### src/rtl/mem_access_if.sv
// Memory bus between the memory-access stage (master) and the memory
// system (slave). Requests are held until the slave raises bus_ready.
interface mem_access_if;
  logic [31:0] bus_addr;
  logic [3:0]  bus_byte_en;
  logic [31:0] bus_wdata;
  logic        bus_read;
  logic        bus_write;
  logic [31:0] bus_rdata;
  logic        bus_ready;

  modport master (
    output bus_addr, bus_byte_en, bus_wdata, bus_read, bus_write,
    input  bus_rdata, bus_ready
  );

  modport slave (
    input  bus_addr, bus_byte_en, bus_wdata, bus_read, bus_write,
    output bus_rdata, bus_ready
  );
endinterface

### src/rtl/mem_access.sv
// Memory-access pipeline stage. Passes execute results straight through,
// runs one held bus transaction per aligned load/store (stalling upstream
// while it is outstanding), and flags misaligned accesses as one-cycle
// exception pulses. Op encoding 2'd3 and size encoding 2'd3 fall back to
// pass-through and word behaviour respectively.
module mem_access (
  input  logic        clk,
  input  logic        rst,
  input  logic [1:0]  mem_access_op,
  input  logic [1:0]  mem_access_sz,
  input  logic [31:0] mem_addr,
  input  logic [31:0] data_i,
  input  logic [4:0]  reg_addr_i,
  input  logic        flag_unsigned,
  output logic        stall,
  mem_access_if.master bus,
  output logic [31:0] data_o,
  output logic [4:0]  reg_addr_o,
  output logic        exc_load,
  output logic        exc_store,
  output logic [31:0] exc_badvaddr
);

  localparam logic [1:0] ACCESS_OP_D2R  = 2'd0;
  localparam logic [1:0] ACCESS_OP_M2R  = 2'd1;
  localparam logic [1:0] ACCESS_OP_R2M  = 2'd2;
  localparam logic [1:0] ACCESS_SZ_BYTE = 2'd0;
  localparam logic [1:0] ACCESS_SZ_HALF = 2'd1;

  typedef enum logic [0:0] {ST_IDLE = 1'b0, ST_REQ = 1'b1} state_t;

  state_t      state_r, state_nxt;
  logic [1:0]  lo_r, lo_nxt;
  logic [1:0]  sz_r, sz_nxt;
  logic [4:0]  reg_r, reg_nxt;
  logic        uns_r, uns_nxt;
  logic [31:0] bus_addr_r, bus_addr_nxt;
  logic [3:0]  bus_be_r, bus_be_nxt;
  logic [31:0] bus_wdata_r, bus_wdata_nxt;
  logic        bus_read_r, bus_read_nxt;
  logic        bus_write_r, bus_write_nxt;
  logic [31:0] data_r, data_nxt;
  logic [4:0]  reg_o_r, reg_o_nxt;
  logic        exc_load_r, exc_load_nxt;
  logic        exc_store_r, exc_store_nxt;
  logic [31:0] badvaddr_r, badvaddr_nxt;
  logic        stall_s;

  function automatic logic is_misaligned(input logic [1:0] sz, input logic [1:0] lo);
    logic r;
    case (sz)
      ACCESS_SZ_BYTE: r = 1'b0;
      ACCESS_SZ_HALF: r = lo[0];
      default:        r = (lo != 2'b00);
    endcase
    return r;
  endfunction

  function automatic logic [3:0] lane_enable(input logic [1:0] sz, input logic [1:0] lo);
    logic [3:0] r;
    case (sz)
      ACCESS_SZ_BYTE: r = 4'b0001 << lo;
      ACCESS_SZ_HALF: r = lo[1] ? 4'b1100 : 4'b0011;
      default:        r = 4'b1111;
    endcase
    return r;
  endfunction

  function automatic logic [31:0] lane_wdata(input logic [1:0] sz, input logic [31:0] d);
    logic [31:0] r;
    case (sz)
      ACCESS_SZ_BYTE: r = {4{d[7:0]}};
      ACCESS_SZ_HALF: r = {2{d[15:0]}};
      default:        r = d;
    endcase
    return r;
  endfunction

  function automatic logic [31:0] load_extract(input logic [1:0] sz, input logic [1:0] lo,
                                               input logic uns, input logic [31:0] rd);
    logic [31:0] sh;
    logic [31:0] r;
    sh = rd >> {lo, 3'b000};
    case (sz)
      ACCESS_SZ_BYTE: r = uns ? {24'h000000, sh[7:0]} : {{24{sh[7]}}, sh[7:0]};
      ACCESS_SZ_HALF: r = uns ? {16'h0000, sh[15:0]} : {{16{sh[15]}}, sh[15:0]};
      default:        r = rd;
    endcase
    return r;
  endfunction

  // Next-state, stall and next-output computation for the IDLE/REQ machine.
  always_comb begin
    state_nxt     = state_r;
    lo_nxt        = lo_r;
    sz_nxt        = sz_r;
    reg_nxt       = reg_r;
    uns_nxt       = uns_r;
    bus_addr_nxt  = bus_addr_r;
    bus_be_nxt    = bus_be_r;
    bus_wdata_nxt = bus_wdata_r;
    bus_read_nxt  = bus_read_r;
    bus_write_nxt = bus_write_r;
    data_nxt      = data_r;
    reg_o_nxt     = reg_o_r;
    exc_load_nxt  = 1'b0;
    exc_store_nxt = 1'b0;
    badvaddr_nxt  = badvaddr_r;
    stall_s       = 1'b0;
    case (state_r)
      ST_IDLE: begin
        if ((mem_access_op == ACCESS_OP_M2R) || (mem_access_op == ACCESS_OP_R2M)) begin
          if (is_misaligned(mem_access_sz, mem_addr[1:0])) begin
            exc_load_nxt  = (mem_access_op == ACCESS_OP_M2R);
            exc_store_nxt = (mem_access_op == ACCESS_OP_R2M);
            badvaddr_nxt  = mem_addr;
            data_nxt      = 32'h0000_0000;
            reg_o_nxt     = 5'd0;
          end else begin
            stall_s       = 1'b1;
            state_nxt     = ST_REQ;
            lo_nxt        = mem_addr[1:0];
            sz_nxt        = mem_access_sz;
            reg_nxt       = reg_addr_i;
            uns_nxt       = flag_unsigned;
            bus_addr_nxt  = {mem_addr[31:2], 2'b00};
            bus_be_nxt    = lane_enable(mem_access_sz, mem_addr[1:0]);
            bus_wdata_nxt = (mem_access_op == ACCESS_OP_R2M) ?
                            lane_wdata(mem_access_sz, data_i) : 32'h0000_0000;
            bus_read_nxt  = (mem_access_op == ACCESS_OP_M2R);
            bus_write_nxt = (mem_access_op == ACCESS_OP_R2M);
          end
        end else begin
          data_nxt  = data_i;
          reg_o_nxt = reg_addr_i;
        end
      end
      ST_REQ: begin
        if (bus.bus_ready) begin
          state_nxt     = ST_IDLE;
          bus_read_nxt  = 1'b0;
          bus_write_nxt = 1'b0;
          bus_addr_nxt  = 32'h0000_0000;
          bus_be_nxt    = 4'b0000;
          bus_wdata_nxt = 32'h0000_0000;
          if (bus_read_r) begin
            data_nxt  = load_extract(sz_r, lo_r, uns_r, bus.bus_rdata);
            reg_o_nxt = reg_r;
          end else begin
            data_nxt  = 32'h0000_0000;
            reg_o_nxt = 5'd0;
          end
        end else begin
          stall_s = 1'b1;
        end
      end
      default: begin
        state_nxt = ST_IDLE;
      end
    endcase
  end

  // State and registered-output update; reset discards any pending transaction.
  always_ff @(posedge clk) begin
    if (rst) begin
      state_r     <= ST_IDLE;
      lo_r        <= 2'b00;
      sz_r        <= 2'b00;
      reg_r       <= 5'd0;
      uns_r       <= 1'b0;
      bus_addr_r  <= 32'h0000_0000;
      bus_be_r    <= 4'b0000;
      bus_wdata_r <= 32'h0000_0000;
      bus_read_r  <= 1'b0;
      bus_write_r <= 1'b0;
      data_r      <= 32'h0000_0000;
      reg_o_r     <= 5'd0;
      exc_load_r  <= 1'b0;
      exc_store_r <= 1'b0;
      badvaddr_r  <= 32'h0000_0000;
    end else begin
      state_r     <= state_nxt;
      lo_r        <= lo_nxt;
      sz_r        <= sz_nxt;
      reg_r       <= reg_nxt;
      uns_r       <= uns_nxt;
      bus_addr_r  <= bus_addr_nxt;
      bus_be_r    <= bus_be_nxt;
      bus_wdata_r <= bus_wdata_nxt;
      bus_read_r  <= bus_read_nxt;
      bus_write_r <= bus_write_nxt;
      data_r      <= data_nxt;
      reg_o_r     <= reg_o_nxt;
      exc_load_r  <= exc_load_nxt;
      exc_store_r <= exc_store_nxt;
      badvaddr_r  <= badvaddr_nxt;
    end
  end

  assign stall           = stall_s;
  assign bus.bus_addr    = bus_addr_r;
  assign bus.bus_byte_en = bus_be_r;
  assign bus.bus_wdata   = bus_wdata_r;
  assign bus.bus_read    = bus_read_r;
  assign bus.bus_write   = bus_write_r;
  assign data_o          = data_r;
  assign reg_addr_o      = reg_o_r;
  assign exc_load        = exc_load_r;
  assign exc_store       = exc_store_r;
  assign exc_badvaddr    = badvaddr_r;

endmodule

### src/flat_wrapper.sv
// flat-port wrapper written by rule: the top's interface ports become plain ports
module mem_access_flat 
  (clk, rst, mem_access_op, mem_access_sz, mem_addr, data_i, reg_addr_i, flag_unsigned, stall, data_o, reg_addr_o, exc_load, exc_store, exc_badvaddr, bus_bus_addr, bus_bus_byte_en, bus_bus_wdata, bus_bus_read, bus_bus_write, bus_bus_rdata, bus_bus_ready);
  mem_access_if bus_i ();
  input  logic clk;
  input  logic rst;
  input  logic [1:0] mem_access_op;
  input  logic [1:0] mem_access_sz;
  input  logic [31:0] mem_addr;
  input  logic [31:0] data_i;
  input  logic [4:0] reg_addr_i;
  input  logic flag_unsigned;
  output logic stall;
  output logic [31:0] data_o;
  output logic [4:0] reg_addr_o;
  output logic exc_load;
  output logic exc_store;
  output logic [31:0] exc_badvaddr;
  output wire logic [$bits(bus_i.bus_addr)-1:0] bus_bus_addr;
  output wire logic [$bits(bus_i.bus_byte_en)-1:0] bus_bus_byte_en;
  output wire logic [$bits(bus_i.bus_wdata)-1:0] bus_bus_wdata;
  output wire logic [$bits(bus_i.bus_read)-1:0] bus_bus_read;
  output wire logic [$bits(bus_i.bus_write)-1:0] bus_bus_write;
  input wire logic [$bits(bus_i.bus_rdata)-1:0] bus_bus_rdata;
  input wire logic [$bits(bus_i.bus_ready)-1:0] bus_bus_ready;
  assign bus_bus_addr = bus_i.bus_addr;
  assign bus_bus_byte_en = bus_i.bus_byte_en;
  assign bus_bus_wdata = bus_i.bus_wdata;
  assign bus_bus_read = bus_i.bus_read;
  assign bus_bus_write = bus_i.bus_write;
  assign bus_i.bus_rdata = bus_bus_rdata;
  assign bus_i.bus_ready = bus_bus_ready;
  mem_access u_core (.clk(clk), .rst(rst), .mem_access_op(mem_access_op), .mem_access_sz(mem_access_sz), .mem_addr(mem_addr), .data_i(data_i), .reg_addr_i(reg_addr_i), .flag_unsigned(flag_unsigned), .stall(stall), .bus(bus_i), .data_o(data_o), .reg_addr_o(reg_addr_o), .exc_load(exc_load), .exc_store(exc_store), .exc_badvaddr(exc_badvaddr));
endmodule
### config.mk
export PLATFORM = sky130hd
export DESIGN_NAME = mem_access_flat
export DESIGN_NICKNAME = d
export VERILOG_FILES = /design/src/rtl/mem_access_if.sv /design/src/rtl/mem_access.sv /design/src/flat_wrapper.sv
export SDC_FILE = /design/constraint.sdc
export NUM_CORES = 1
export LEC_CHECK = 0
export CAP_MARGIN = 25
export CORE_MARGIN = 2
export CORE_UTILIZATION = 28
export CTS_CLUSTER_DIAMETER = 30
export DETAILED_ROUTE_END_ITERATION = 6
export GPL_TIMING_DRIVEN = 0
export MAX_ROUTING_LAYER = met4
export PLACE_DENSITY = 0.65
export SLEW_MARGIN = 20
export SYNTH_ARGS = -nofsm -noshare
export SYNTH_HDL_FRONTEND = slang
export SYNTH_SLANG_ARGS = --single-unit
export TNS_END_PERCENT = 30
### constraint.sdc
create_clock -name clk -period 4.6 [get_ports clk]
set_input_delay 1.15 -clock clk [delete_from_list [all_inputs] [get_ports clk]]
set_output_delay 1.15 -clock clk [all_outputs]
set_load 0.01 [all_outputs]
# Word-level counts from Yosys, hierarchy flattened
# Index checks and enable logic that the tools add are counted.
[word_totals]
out_inout_bits = 142
in_bits = 109
regBits = 152
wordCells = 79
[classes]
n_bitwise = 3
n_mux = 42
n_eq_ne = 8
n_reduce_logical = 9
n_shift = 2
[ops]
columns = ["op", "n"]
rows = [
  ["$mux W32", 12],
  ["$pmux W32 S2", 5],
  ["$shr A32 B5 Y16", 1],
  ["$mux W5", 4],
  ["$mux W4", 4],
  ["$pmux W4 S2", 2],
  ["$mux W1", 10],
  ["$pmux W5 S2", 1],
  ["$reduce_and A3 Y1", 3],
  ["$pmux W1 S2", 4],
  ["$eq A2 B1 Y1 const B", 3],
  ["$logic_not A2 Y1", 2],
  ["$ne A2 B2 Y1 const B", 2],
  ["$reduce_or A4 Y1", 1],
  ["$shl A1 B2 Y4 const A", 1],
  ["$ne A3 B3 Y1 const B", 1],
  ["$not A1 Y1", 3],
  ["$eq A2 B2 Y1 const B", 1],
  ["$ne A2 B1 Y1 const B", 1],
  ["$reduce_and A2 Y1", 1],
  ["$reduce_bool A2 Y1", 1],
  ["$logic_or A1 B1 Y1", 1],
]

# Logic depth before layout (Yosys ltp)
# Gate-level depths: netlist of the first run.
[logic_depth]
depth_word = 7
mapped_depth = 10
mapped_depth_nobuf = 7

# Worst setup path after synthesis of the first run
# No wires, ideal clock.
[synth_path]
path_kind = "input-to-output"
start = "input mem_access_op[0]"
end = "output stall"
n_path_buf = 1
slack_ns = 1.123
arrival_time_ns = 2.327
required_ns = 3.450
stages = 6
path_cell_list = "inv_1 > ha_1 > or4_1 > buf_2 > and3_4 > clkinv_4"
[synth_via]
elab_chain_cells = 4
elab_cells_between_ends = 5
cone_classes = "eq/ne: 2; mux: 2; reduce/logical: 1"
[synth_lines]
columns = ["item", "line", "source"]
rows = [
  ["start, declared", "flat_wrapper.sv:7", "input logic [1:0] mem_access_op;"],
  ["$eq A2 B1 Y1 / $eq A2 B2 Y1 (equally long branches)", "mem_access.sv:112", "if ((mem_access_op == ACCESS_OP_M2R) || (mem_access_op == ACCESS_OP_R2M)) begin"],
  ["$logic_or A1 B1 Y1 *", "mem_access.sv:112", ""],
  ["$mux W1 *", "mem_access.sv:112", ""],
  ["$pmux W1 S2 *", "mem_access.sv:110", "case (state_r)"],
  ["end, declared", "flat_wrapper.sv:13", "output logic stall;"],
]
# Mark *: on every way between the ends. The rest lies on a longest branch, timed or not.

# Worst setup path in the final report of the first run
# Ends and elaborated chain as after synthesis.

==> results of run 1 <==
[area by class of cell]
cell class / instances / area, µm² / area share, %
Buffer: 74 / 322 / 3.15
Clock buffer: 17 / 425 / 4.17
Clock inverter: 15 / 230 / 2.26
Inverter: 5 / 23.8 / 0.233
Multi-Input combinational cell: 529 / 3330 / 32.7
Sequential cell: 150 / 3000 / 29.4
Tap cell: 319 / 399 / 3.91
Timing Repair Buffer: 246 / 2460 / 24.2
[what timing repair did]
action,CTS,global route
endpoints found under the setup margin,1,1
gates resized for setup,1,1
hold buffers,0,0
[tightest hold or removal path, cell delays in order (launching register included)]
cell     delay, ns
dfxtp_1       0.31
nand2_1       0.05
a21oi_1       0.05
[metal layers]
| metal | GRT usage, % | vias to the layer above | routed length (µm) |
|---|---|---|---|
| li1 | - | 3266 | - |
| met1 | 27.1 | 3265 | 11500 |
| met2 | 33.4 | 270 | 12600 |
| met3 | 6.04 | 37 | 2080 |
| met4 | 6.52 | 0 | 498 |
| met5 | - | - | 0 |
[sequential cells by signal (all words and copies together), names as in the netlist]
signal                  flops
u_core.bus.bus_wdata       32
u_core.data_o              32
u_core.exc_badvaddr        32
u_core.bus.bus_addr        30
u_core.reg_addr_o           5
u_core.reg_r                5
u_core.bus.bus_byte_en      4
u_core.lo_r                 2
u_core.sz_r                 2
u_core.bus.bus_read         1
u_core.bus.bus_write        1
u_core.exc_load             1
u_core.exc_store            1
u_core.state_r              1
u_core.uns_r                1
[cells in the final DEF, fill, tap and decap left out, types with 3 or more instances in the layout]
master	count
mux2_2	16
buf_2	8
mux2i_1	25
a311o_1	7
a211oi_2	10
a311oi_2	8
o221ai_1	7
clkdlybuf4s50_1	245
clkbuf_16	17
a21boi_0	7
a221oi_2	7
nand3b_1	9
bufinv_16	4
a21oi_1	47
inv_1	3
inv_6	6
a211oi_1	7
a31oi_1	7
nor3_1	6
a221oi_1	6
nand2b_1	3
a2bb2oi_1	7
clkbuf_1	59
dfxtp_1	150
nand2_1	110
a22oi_1	79
o21ai_0	16
nor2_1	111
inv_8	3
[power breakdown]
group	switching, mW	total [mW]	leakage (nW)	internal, mW
clock network	0.644	1.58	0.318	0.935
registers	0.0485	1.44	1.22	1.39
logic	0.438	0.825	2.01	0.387
[final timing paths]
| kind | cells after the start | start | end |
|---|---|---|---|
| worst max-delay path | 8 | mem_access_op[0] | stall |
| worst min-delay path | 2 | u_core.exc_badvaddr[6] | u_core.exc_badvaddr[6] |
| worst min register to register | 2 | u_core.exc_badvaddr[6] | u_core.exc_badvaddr[6] |
| worst max register to register | 7 | u_core.state_r | u_core.data_o[29] |
[cell families after synthesis]
family                   synth area share [%]
other                                  0.0563
buffers and inverters                    5.18
flip-flops                               45.1
AND/OR/NAND/NOR                          15.7
AO/OA/AOI/OAI                            26.8
adder cells (fa/ha/maj)                 0.376
multiplexers                             6.80
==> flow_summary.yaml, run 1 <==
status:
  run_status: "finished, final reports clean"
sta:
  hold_ws_ns: 0.455
  slew_violations: 0
  max_freq_mhz: 238
  setup_ws_ns: 0.395
  post-route-period-util_pct: 91.4
  rsz0062_at_grt: "no"
  period_needed_ns: 4.21
  relSlewSlack_pct: 34.4
  fin_skew_ns: 0.0184
  fin_tns_setup_ns: 0
  worstMarginPinSlew_ns: 0.975
  setup_viol: 0
  final_hold_viol_count: 0
route:
  postRouteAntennaNets: 0
  dr.first_iter.drc_count: 528
  drcViolationCount: 0
  drt_first_pass_iters: 5
  wl_per_cell_um: 19.7
  wl_um: 26700
  viasPerCell: 5.05
  vias: 6838
global_route:
  grt_max_degree: 17
  grt_pass1_wl_um: 39100
  grt_usage_pct: 21.4
  gr-total-overflow: 0
  antenna_found_initial: 0
  grt_pass1_vias: 6457
synthesis:
  postSynthAreaPerCell_um2: 8.80
  synth_top_area_share_pct: 45.1
  synth_most_common_cell: "dfxtp_1"
  synthFlopType: "dfxtp_1"
  synth_cell_type_count: 57
  synth_area_leaders: "dfxtp_1 45%, a22oi_1 8.9%, nor2_1 6.3%, nand2_1 6.2%, mux2i_1 3.8%"
  synth_warnings: 0
  syn_inst: 757
  synth-edff-count: 0
  yosys.area.top_type: "dfxtp_1"
  yosys_register_bits: 150
  yosysSeqAreaShare_pct: 45.1
  synth_commonest_cells: "150 x dfxtp_1, 111 x nor2_1, 110 x nand2_1, 79 x a22oi_1, 59 x clkbuf_1"
  async_reset_ff_share_pct: 0
  syn-cell-area_um2: 6660
critical_path:
  critical-path-top-delay-family: "buffers and inverters"
  critPathBufInv: 5
  crit_path_end_kind: "output port"
  worstSetupPathType: "primary input to output port"
  critPathSlowestCell: "clkdlybuf4s50_1"
  cp_max_fo: 10
  arrival_ns: 3.06
  startpoint_type: "primary input"
  worstPathRequired_ns: 3.45
  path_cells: "clkdlybuf4s50_1, inv_1, ha_4, or4_1, buf_2, and3_4, clkinv_4, dlymetal6s2s_1"
  cpPeakStageDelay_ns: 0.49
  r2r_slack_ns: 2.31
clocking:
  cts_root_buf: "clkbuf_16"
  clk_path_buf_depth: 2
  tritoncts: "done"
  clk_pin_slew_ns: 0.07
  htreeDepth: 4
  cts_buffers: 17
  worstSkewPairLatency_ns: 0.44
  post_cts_buffers: 0
  clock-sinks: 150
place:
  place.gp.congestion: 0.905
  placed_cells: 1323
  placed_cell_area_um2: 9530
  pre_cts_slack_ns: -0.0742
  dpl.hpwl_um: 20300
  numPortBuffers: 246
finish:
  n_antenna_cell: 0
  layout.nets: 1134
  design_area_um2: 10200
  area_growth_pct: 53.1
  stdcell_count: 1355
  fillers: 2370
  finalCoreUtilization_pct: 43.6
  drive_gt1_share_pct: 8.98
die:
  die_x_um: 158
  io_pins: 251
  dieHeight_um: 158
  row_count: 56
  initial_core_util_pct: 28.5
  coreArea_um2: 23400
  die_area_um2: 25000
pwr:
  powerDensity_nw_per_um2: 377
  power_mw: 3.84
  p_leak_nw: 3.56
  irDropWorstVdd_v: 0.000251
flow_run:
  timing.max_cap.violations: 0
min_path:
  hp-class: "flop to flop"
Power figures use the tool's default switching activity.
==> inputs of run 2 (changes only) <==
--- a/config.mk
+++ b/config.mk
@@ -5,6 +5,7 @@
 export SDC_FILE = /design/constraint.sdc
 export NUM_CORES = 1
 export LEC_CHECK = 0
+export ABC_CLOCK_PERIOD_IN_PS = 4600
 export CAP_MARGIN = 25
 export CORE_MARGIN = 2
 export CORE_UTILIZATION = 28
==> results of run 2 <==
The final DEF is identical to that of run 1; final timing and power are the same.
